`config.mk`:
```
export PLATFORM = sky130hd
export DESIGN_NAME = mem_access_stage
export DESIGN_NICKNAME = d
export VERILOG_FILES = /design/src/rtl/mem_access_stage_pkg.sv /design/src/rtl/mem_align_unit.sv /design/src/rtl/mem_access_stage.sv
export SDC_FILE = /design/constraint.sdc
export NUM_CORES = 1
export LEC_CHECK = 0
export BUFFER_PORTS_ARGS = -buffer_cell sky130_fd_sc_hd__buf_4
export CAP_MARGIN = 20
export CELL_PAD_IN_SITES_DETAIL_PLACEMENT = 2
export CELL_PAD_IN_SITES_GLOBAL_PLACEMENT = 2
export CORE_MARGIN = 5
export CORE_UTILIZATION = 25
export CTS_BUF_LIST = sky130_fd_sc_hd__clkbuf_2
export CTS_CLUSTER_SIZE = 8
export DETAILED_ROUTE_END_ITERATION = 7
export PLACE_DENSITY = 0.87
export SYNTH_ARGS = -nofsm -noshare
export SYNTH_HDL_FRONTEND = slang
export SYNTH_SLANG_ARGS = --single-unit
```
`constraint.sdc`:
```
create_clock -name clk -period 2 [get_ports clk]
set_clock_uncertainty 0.2 [all_clocks]
set_input_delay 0.2 -clock clk [delete_from_list [all_inputs] [get_ports clk]]
set_output_delay 0.2 -clock clk [all_outputs]
set_load 0.01 [all_outputs]
```
`src/rtl/mem_access_stage_pkg.sv`:
```
// Shared instruction ids, memory-stage FSM encoding and bus payload type.
package mem_access_stage_pkg;

   localparam int unsigned ID_W   = 6;
   localparam int unsigned XLEN   = 32;
   localparam int unsigned STRB_W = XLEN / 8;

   typedef logic [ID_W-1:0] instr_id_t;

   localparam instr_id_t ID_NOP = 6'd0;
   localparam instr_id_t ID_ADD = 6'd1;
   localparam instr_id_t ID_SUB = 6'd2;
   localparam instr_id_t ID_AND = 6'd3;
   localparam instr_id_t ID_OR  = 6'd4;
   localparam instr_id_t ID_XOR = 6'd5;
   localparam instr_id_t ID_LB  = 6'd16;
   localparam instr_id_t ID_LH  = 6'd17;
   localparam instr_id_t ID_LW  = 6'd18;
   localparam instr_id_t ID_LBU = 6'd19;
   localparam instr_id_t ID_LHU = 6'd20;
   localparam instr_id_t ID_SB  = 6'd24;
   localparam instr_id_t ID_SH  = 6'd25;
   localparam instr_id_t ID_SW  = 6'd26;

   typedef enum logic [1:0] {
      ST_IDLE = 2'd0,
      ST_WAIT = 2'd1,
      ST_RESP = 2'd2
   } mem_state_e;

   typedef enum logic [1:0] {
      SZ_BYTE = 2'd0,
      SZ_HALF = 2'd1,
      SZ_WORD = 2'd2
   } access_size_e;

   typedef struct packed {
      logic              we;
      logic [XLEN-1:0]   addr;
      logic [XLEN-1:0]   wdata;
      logic [STRB_W-1:0] wstrb;
   } bus_fields_t;

   function automatic logic is_load(instr_id_t id);
      return (id == ID_LB) || (id == ID_LH) || (id == ID_LW) ||
             (id == ID_LBU) || (id == ID_LHU);
   endfunction

   function automatic logic is_store(instr_id_t id);
      return (id == ID_SB) || (id == ID_SH) || (id == ID_SW);
   endfunction

   function automatic access_size_e access_size(instr_id_t id);
      access_size_e sz;
      sz = SZ_BYTE;
      if ((id == ID_LH) || (id == ID_LHU) || (id == ID_SH)) sz = SZ_HALF;
      if ((id == ID_LW) || (id == ID_SW)) sz = SZ_WORD;
      return sz;
   endfunction

   // Halfwords need an even address, words a 4-byte aligned one.
   function automatic logic is_misaligned(instr_id_t id, logic [1:0] addr_lo);
      logic mis;
      mis = 1'b0;
      unique case (access_size(id))
         SZ_HALF: mis = addr_lo[0];
         SZ_WORD: mis = (addr_lo != 2'b00);
         default: mis = 1'b0;
      endcase
      return mis;
   endfunction

endpackage

```
`src/rtl/mem_align_unit.sv`:
```
// Store lane replication/strobes and load byte/half extraction with extension.
module mem_align_unit
   import mem_access_stage_pkg::*;
(
   input  logic [5:0]  instr_id,
   input  logic [1:0]  addr_lo,
   input  logic [31:0] store_data,
   input  logic [31:0] load_word,
   output logic [31:0] wdata_c,
   output logic [3:0]  wstrb_c,
   output logic [31:0] load_c
);

   logic [31:0] shifted;

   always_comb begin : p_align
      wdata_c = '0;
      wstrb_c = '0;
      load_c  = '0;
      // Bring the addressed lane down to bit 0 before extending.
      shifted = load_word >> {addr_lo, 3'b000};
      unique case (instr_id)
         ID_SB: begin
            wdata_c = {4{store_data[7:0]}};
            wstrb_c = 4'b0001 << addr_lo;
         end
         ID_SH: begin
            wdata_c = {2{store_data[15:0]}};
            wstrb_c = 4'b0011 << addr_lo;
         end
         ID_SW: begin
            wdata_c = store_data;
            wstrb_c = 4'b1111;
         end
         ID_LB:   load_c = {{24{shifted[7]}}, shifted[7:0]};
         ID_LBU:  load_c = {24'b0, shifted[7:0]};
         ID_LH:   load_c = {{16{shifted[15]}}, shifted[15:0]};
         ID_LHU:  load_c = {16'b0, shifted[15:0]};
         ID_LW:   load_c = shifted;
         default: load_c = '0;
      endcase
   end

endmodule

```
`src/rtl/mem_access_stage.sv`:
```
// Pipeline memory stage: issues loads/stores on a req/ack bus, stalls upstream
// while an access is outstanding, and drives the MEM/WB register inputs.
module mem_access_stage
   import mem_access_stage_pkg::*;
#(
   parameter int unsigned TIMEOUT_CYCLES = 64,
   parameter int unsigned CNT_W          = 7
) (
   input  logic        clk,
   input  logic        rst_n,
   input  logic        valid_in,
   input  logic [5:0]  instr_id_in,
   input  logic [31:0] mem_addr_in,
   input  logic [31:0] rs2_value_in,
   input  logic [31:0] exec_output_in,
   input  logic [4:0]  rd_addr_in,
   input  logic        rd_valid_in,
   output logic        bus_req,
   output logic        bus_we,
   output logic [31:0] bus_addr,
   output logic [31:0] bus_wdata,
   output logic [3:0]  bus_wstrb,
   input  logic        bus_ack,
   input  logic [31:0] bus_rdata,
   output logic        stall_out,
   output logic        valid_out,
   output logic [4:0]  rd_addr_out,
   output logic        rd_valid_out,
   output logic [31:0] wb_data_out,
   output logic        misalign_out,
   output logic        bus_err_out
);

   localparam logic [CNT_W-1:0] CNT_LAST = CNT_W'(TIMEOUT_CYCLES - 1);

   mem_state_e        state_q, state_d;
   logic [CNT_W-1:0]  cnt_q, cnt_d;
   logic              err_q, err_d;
   logic [31:0]       data_q, data_d;
   logic              bus_req_q, bus_req_d;
   bus_fields_t       bus_q, bus_d;

   logic        mem_op;
   logic        misaligned;
   logic        issue;
   logic        op_is_load;
   logic [31:0] align_wdata;
   logic [3:0]  align_wstrb;
   logic [31:0] align_load;

   mem_align_unit u_align (
      .instr_id   (instr_id_in),
      .addr_lo    (mem_addr_in[1:0]),
      .store_data (rs2_value_in),
      .load_word  (bus_rdata),
      .wdata_c    (align_wdata),
      .wstrb_c    (align_wstrb),
      .load_c     (align_load)
   );

   always_comb begin : p_decode
      op_is_load = is_load(instr_id_in);
      mem_op     = valid_in && (op_is_load || is_store(instr_id_in));
      misaligned = mem_op && is_misaligned(instr_id_in, mem_addr_in[1:0]);
      issue      = mem_op && !misaligned;
   end

   // Next-state: EX/MEM holds the op stable while stalled, so WAIT reads the inputs directly.
   always_comb begin : p_next
      state_d   = state_q;
      cnt_d     = cnt_q;
      err_d     = err_q;
      data_d    = data_q;
      bus_req_d = bus_req_q;
      bus_d     = bus_q;
      unique case (state_q)
         ST_IDLE: begin
            if (issue) begin
               bus_req_d   = 1'b1;
               bus_d.we    = is_store(instr_id_in);
               bus_d.addr  = {mem_addr_in[31:2], 2'b00};
               bus_d.wdata = align_wdata;
               bus_d.wstrb = align_wstrb;
               cnt_d       = '0;
               err_d       = 1'b0;
               data_d      = '0;
               state_d     = ST_WAIT;
            end
         end
         ST_WAIT: begin
            if (bus_ack) begin
               bus_req_d = 1'b0;
               data_d    = op_is_load ? align_load : 32'h0;
               state_d   = ST_RESP;
            end else if (cnt_q == CNT_LAST) begin
               bus_req_d = 1'b0;
               err_d     = 1'b1;
               state_d   = ST_RESP;
            end else begin
               cnt_d = cnt_q + 1'b1;
            end
         end
         ST_RESP: state_d = ST_IDLE;
         default: state_d = ST_IDLE;
      endcase
   end

   always_ff @(posedge clk or negedge rst_n) begin : p_regs
      if (!rst_n) begin
         state_q   <= ST_IDLE;
         cnt_q     <= '0;
         err_q     <= 1'b0;
         data_q    <= '0;
         bus_req_q <= 1'b0;
         bus_q     <= '0;
      end else begin
         state_q   <= state_d;
         cnt_q     <= cnt_d;
         err_q     <= err_d;
         data_q    <= data_d;
         bus_req_q <= bus_req_d;
         bus_q     <= bus_d;
      end
   end

   // Pipeline-facing outputs: pass-through in IDLE, result slot in RESP.
   always_comb begin : p_out
      stall_out    = 1'b0;
      valid_out    = 1'b0;
      rd_addr_out  = rd_addr_in;
      rd_valid_out = 1'b0;
      wb_data_out  = exec_output_in;
      misalign_out = 1'b0;
      bus_err_out  = 1'b0;
      unique case (state_q)
         ST_IDLE: begin
            if (issue) begin
               stall_out = 1'b1;
            end else if (misaligned) begin
               valid_out    = 1'b1;
               misalign_out = 1'b1;
            end else begin
               valid_out    = valid_in;
               rd_valid_out = rd_valid_in;
            end
         end
         ST_WAIT: stall_out = 1'b1;
         ST_RESP: begin
            valid_out    = 1'b1;
            wb_data_out  = data_q;
            rd_valid_out = op_is_load && rd_valid_in && !err_q;
            bus_err_out  = err_q;
         end
         default: stall_out = 1'b0;
      endcase
   end

   assign bus_req   = bus_req_q;
   assign bus_we    = bus_q.we;
   assign bus_addr  = bus_q.addr;
   assign bus_wdata = bus_q.wdata;
   assign bus_wstrb = bus_q.wstrb;

endmodule

```
==> implementation parameters <==
Parameter                              Value

Floorplan
  Placement row count    56
  Die area    27200 um2
  Area of the placeable core    23500 um2
  Initial Utilization    25.5%
  Die extent in x    165 um
  Vertical die dimension    165 um
  Number of top-level pins    256

Placement
  Final RePlAce weighted congestion    0.825
  Port bufs    243
  Post-detail-place hpwl    20100 um

Synth
  Number of synthesized register bits    110
  Cell accounting for the most synthesized area    dfrtp_1
  Synthesized area per cell    9.21 um2
  Count of flip-flops with a built-in enable after synthesis    0
  Fraction of post-synthesis cell area in the top cell type by area    45.8%
  Fraction of registers with async set or reset after synthesis    100%
  Cells taking the most area after synthesis    dfrtp_1, nand2_1, mux2_2
  Post-Synth XOR/XNOR Area    0.146%
  Synth Area in Compound Gates    13.9%
  Distinct cells, synth    49
  Number of instances in the synthesized netlist    652
  Arithmetic-cell share of the synthesized area counting full adders, half adders and majority gates    0.208%
  Cell area after synthesis    6000 um2
  Main combinational cell family by area after synthesis    simple AND/OR/NAND/NOR gates
  Synth warn    0
  Primary flip-flop cell chosen by synthesis mapping    dfrtp_1
  Mux share of post-synthesis cell area    15.9%
  Simple-Gate Fraction of Synth Area    18.8%
  Sequential share of the synthesized area    45.8%

Drt
  Routed wire length    37700 um
  Vias per cell    5.04
  DR iter-0 viols    408
  Number of vias after detailed routing    7198
  Average wire per cell in the routed design    26.4 um
  Residual antenna-violating net count after detailed routing    0
  DRC violation count after routing    0
  Router iterations before antenna repair    5

Timing
  Final setup violation count    93
  Setup TNS    -35330 ps
  Fin crit period    2670 ps
  Post-route worst setup slack    -674 ps
  Max Slew Vio Count    0
  Share of the clock period used by the worst path    134%
  Max_slew headroom    66.5%
  Final count of hold timing violations    0
  RSZ-0062 raised after global routing    yes
  Slew @ Worst Pin    499 ps
  Maximum frequency from static timing analysis    0.374 GHz

Clocking
  Clock transition at path regs    380 ps
  CTS max path bufs    2
  Total clock buffers created by CTS    9
  CTS tree    built
  H-tree Lvls    3
  Clock sink count    110
  Clock latency of the later-clocked register in the worst-skew pair    660 ps
  CTS root buf    clkbuf_2

Power and ir drop
  Fraction of power consumed by the clock network    18.1%
  Leakage    0.00524 uW
  Switching power of the nets    2350 uW
  Pint    4040 uW
  Combinational fraction of design power    37.0%
  Sequential power share    44.8%
  Power per unit of standard cell area    575 nW/um2
  Sw Ratio    36.8%
  Total power draw    6390 uW
  Peak supply drop    0.000265 V

Flow run
  Maxcap violations    0

Global routing
  Routing layer with the top usage in global route    met2
  Maximum number of pins on one net before global-route repair    40
  Initial antenna violation count    5
  Met1 Track Usage GR    28.4%
  Met2 global-route usage    48.6%
  Global-route wire length before repair    52800 um
  Remaining global-route overflow    0
  GRT Util Overall    25.7%
  Met3 capacity usage during global routing    4.12%
  Number of global-route vias before repair    8336

Critical path
  Critical path data arrival time    2270 ps
  Element type at the critical path end    output pin
  Top fanout value on the critical path    7
  Type of the worst setup path    flop to output pin
  Kind of start point of the critical path    flop
  Endpoint required time on the critical path    1600 ps

Status
  Violations in the final reports    setup timing
  Result of the run    finished, violations left

Min path
  Class of the tightest hold or removal check    input pin to flop

Layout
  Share of post-route cells with drive strength above 1    42.1%
  Area growth from synthesis to layout    85.0%
  Final Net Count    1243
[critical path, cell delays in order (launching register included)]
cell     delay [ps]
dfrtp_1         500
buf_6           130
nor2b_4         230
buf_6           160
buf_12          140
mux2_4          320
buf_6           130
[final timing paths]
check	from	cells past startpoint	slack, ps	to
worst min register to register	bus_addr[13]	2	320	bus_addr[13]
worst min-delay path	mem_addr_in[1]	6	60	data_q[23]
worst max register to register	state_q[1]	9	-440	data_q[26]
worst max-delay path	state_q[1]	6	-670	wb_data_out[6]
min in group asynchronous	rst_n	4	270	bus_wdata[22]
max in group asynchronous	rst_n	5	840	bus_addr[25]
[state kept, by name, indices dropped and copies added (netlist names)]
register,count
bus_wstrb,4
bus_we,1
data_q,32
err_q,1
bus_req,1
cnt_q,7
bus_wdata,32
state_q,2
bus_addr,30
[per-layer routing]
layer	wire (um)	vias to the layer above
met1	14500	3676
li1	-	3171
met5	0	-
met3	1730	75
met2	20100	276
met4	1320	0
[layout by cell type, fill, tap and decap left out, types with 5 or more instances in the layout]
cell type        n
diode_2          5
and2_1           9
a31oi_4         12
dlygate4sd3_1  142
a22oi_1         18
buf_4          285
o21ai_1          8
nor3_1          20
mux2_4          30
nand2_2          8
dfrtp_1        110
a211oi_1         8
inv_1            6
buf_12          13
nor2_1          33
nand2_1        150
a31oi_1          5
clkbuf_2         9
buf_8            7
mux2_2          30
o21ai_0         33
mux2i_1         23
buf_6           32
nand3_1         14
a21oi_1         24
[kinds of logic after synthesis]
| logic type | Yosys count |
|---|---|
| muxes | 83 |
| AOI/OAI and AO/OA | 134 |
| xor gates and xnor gates | 1 |
| DFF | 110 |
| adders and majority gates | 1 |
| buffers and inverters | 61 |
| and+or+nand+nor | 261 |
| other | 1 |
[synth_stat cells, drive strengths merged (4+ instances only)]
cell type / number
nand3: 15
a21oi: 26
o21ai: 44
a211oi: 8
mux2: 60
mux2i: 23
nand2: 158
nor3: 22
nor2: 36
buf: 31
a22oi: 18
and3: 4
inv: 8
clkbuf: 21
dfrtp: 110
and2: 11
a31oi: 17
[metrics by stage]
stage          instance area, um2  std cells  setup slack, ps  hold slack [ps]  utilization, %
3_3_place_gp                 8460       1212            -83.4            -56.7            35.9
3_5_place_dp                 8460       1212             -106            -62.9            35.9
4_1_cts                     10600       1404             -647            0.983            45.2
6_report                    11100       1427             -674             60.3            47.2
2_1_floorplan                6040        653             25.7             -296               -
5_1_grt                     11100       1427             -731            -5.41            47.2
[power by group through the flow]
stage	combinational, uW	clock [uW]	sequential (uW)
after floorplan	622	0	2880
after global placement	1570	0	2850
after detailed placement	1670	0	2880
after CTS	2060	1190	2840
after global routing	2520	1280	2900
final	2370	1160	2870
[cell type report]
type                    instances  area, um2
repair buffers                486       4440
clock inverters                 7       73.8
clock buffers                   9       45.0
well taps                     319        399
inverters                       9       37.5
fillers                      2461      12400
flip-flops and latches        110       2750
multi-input cells             482       3350
diodes                          5       12.5
[what timing repair did]
action	in CTS	in global routing
hold buffers	146	0
pin swaps	11	23
endpoints found under the hold margin	220	0
buffers inserted	25	21
gates resized for setup	71	78
gates cloned	5	3
setup endpoints to repair	41	145
(Power assumes the default switching activity.)
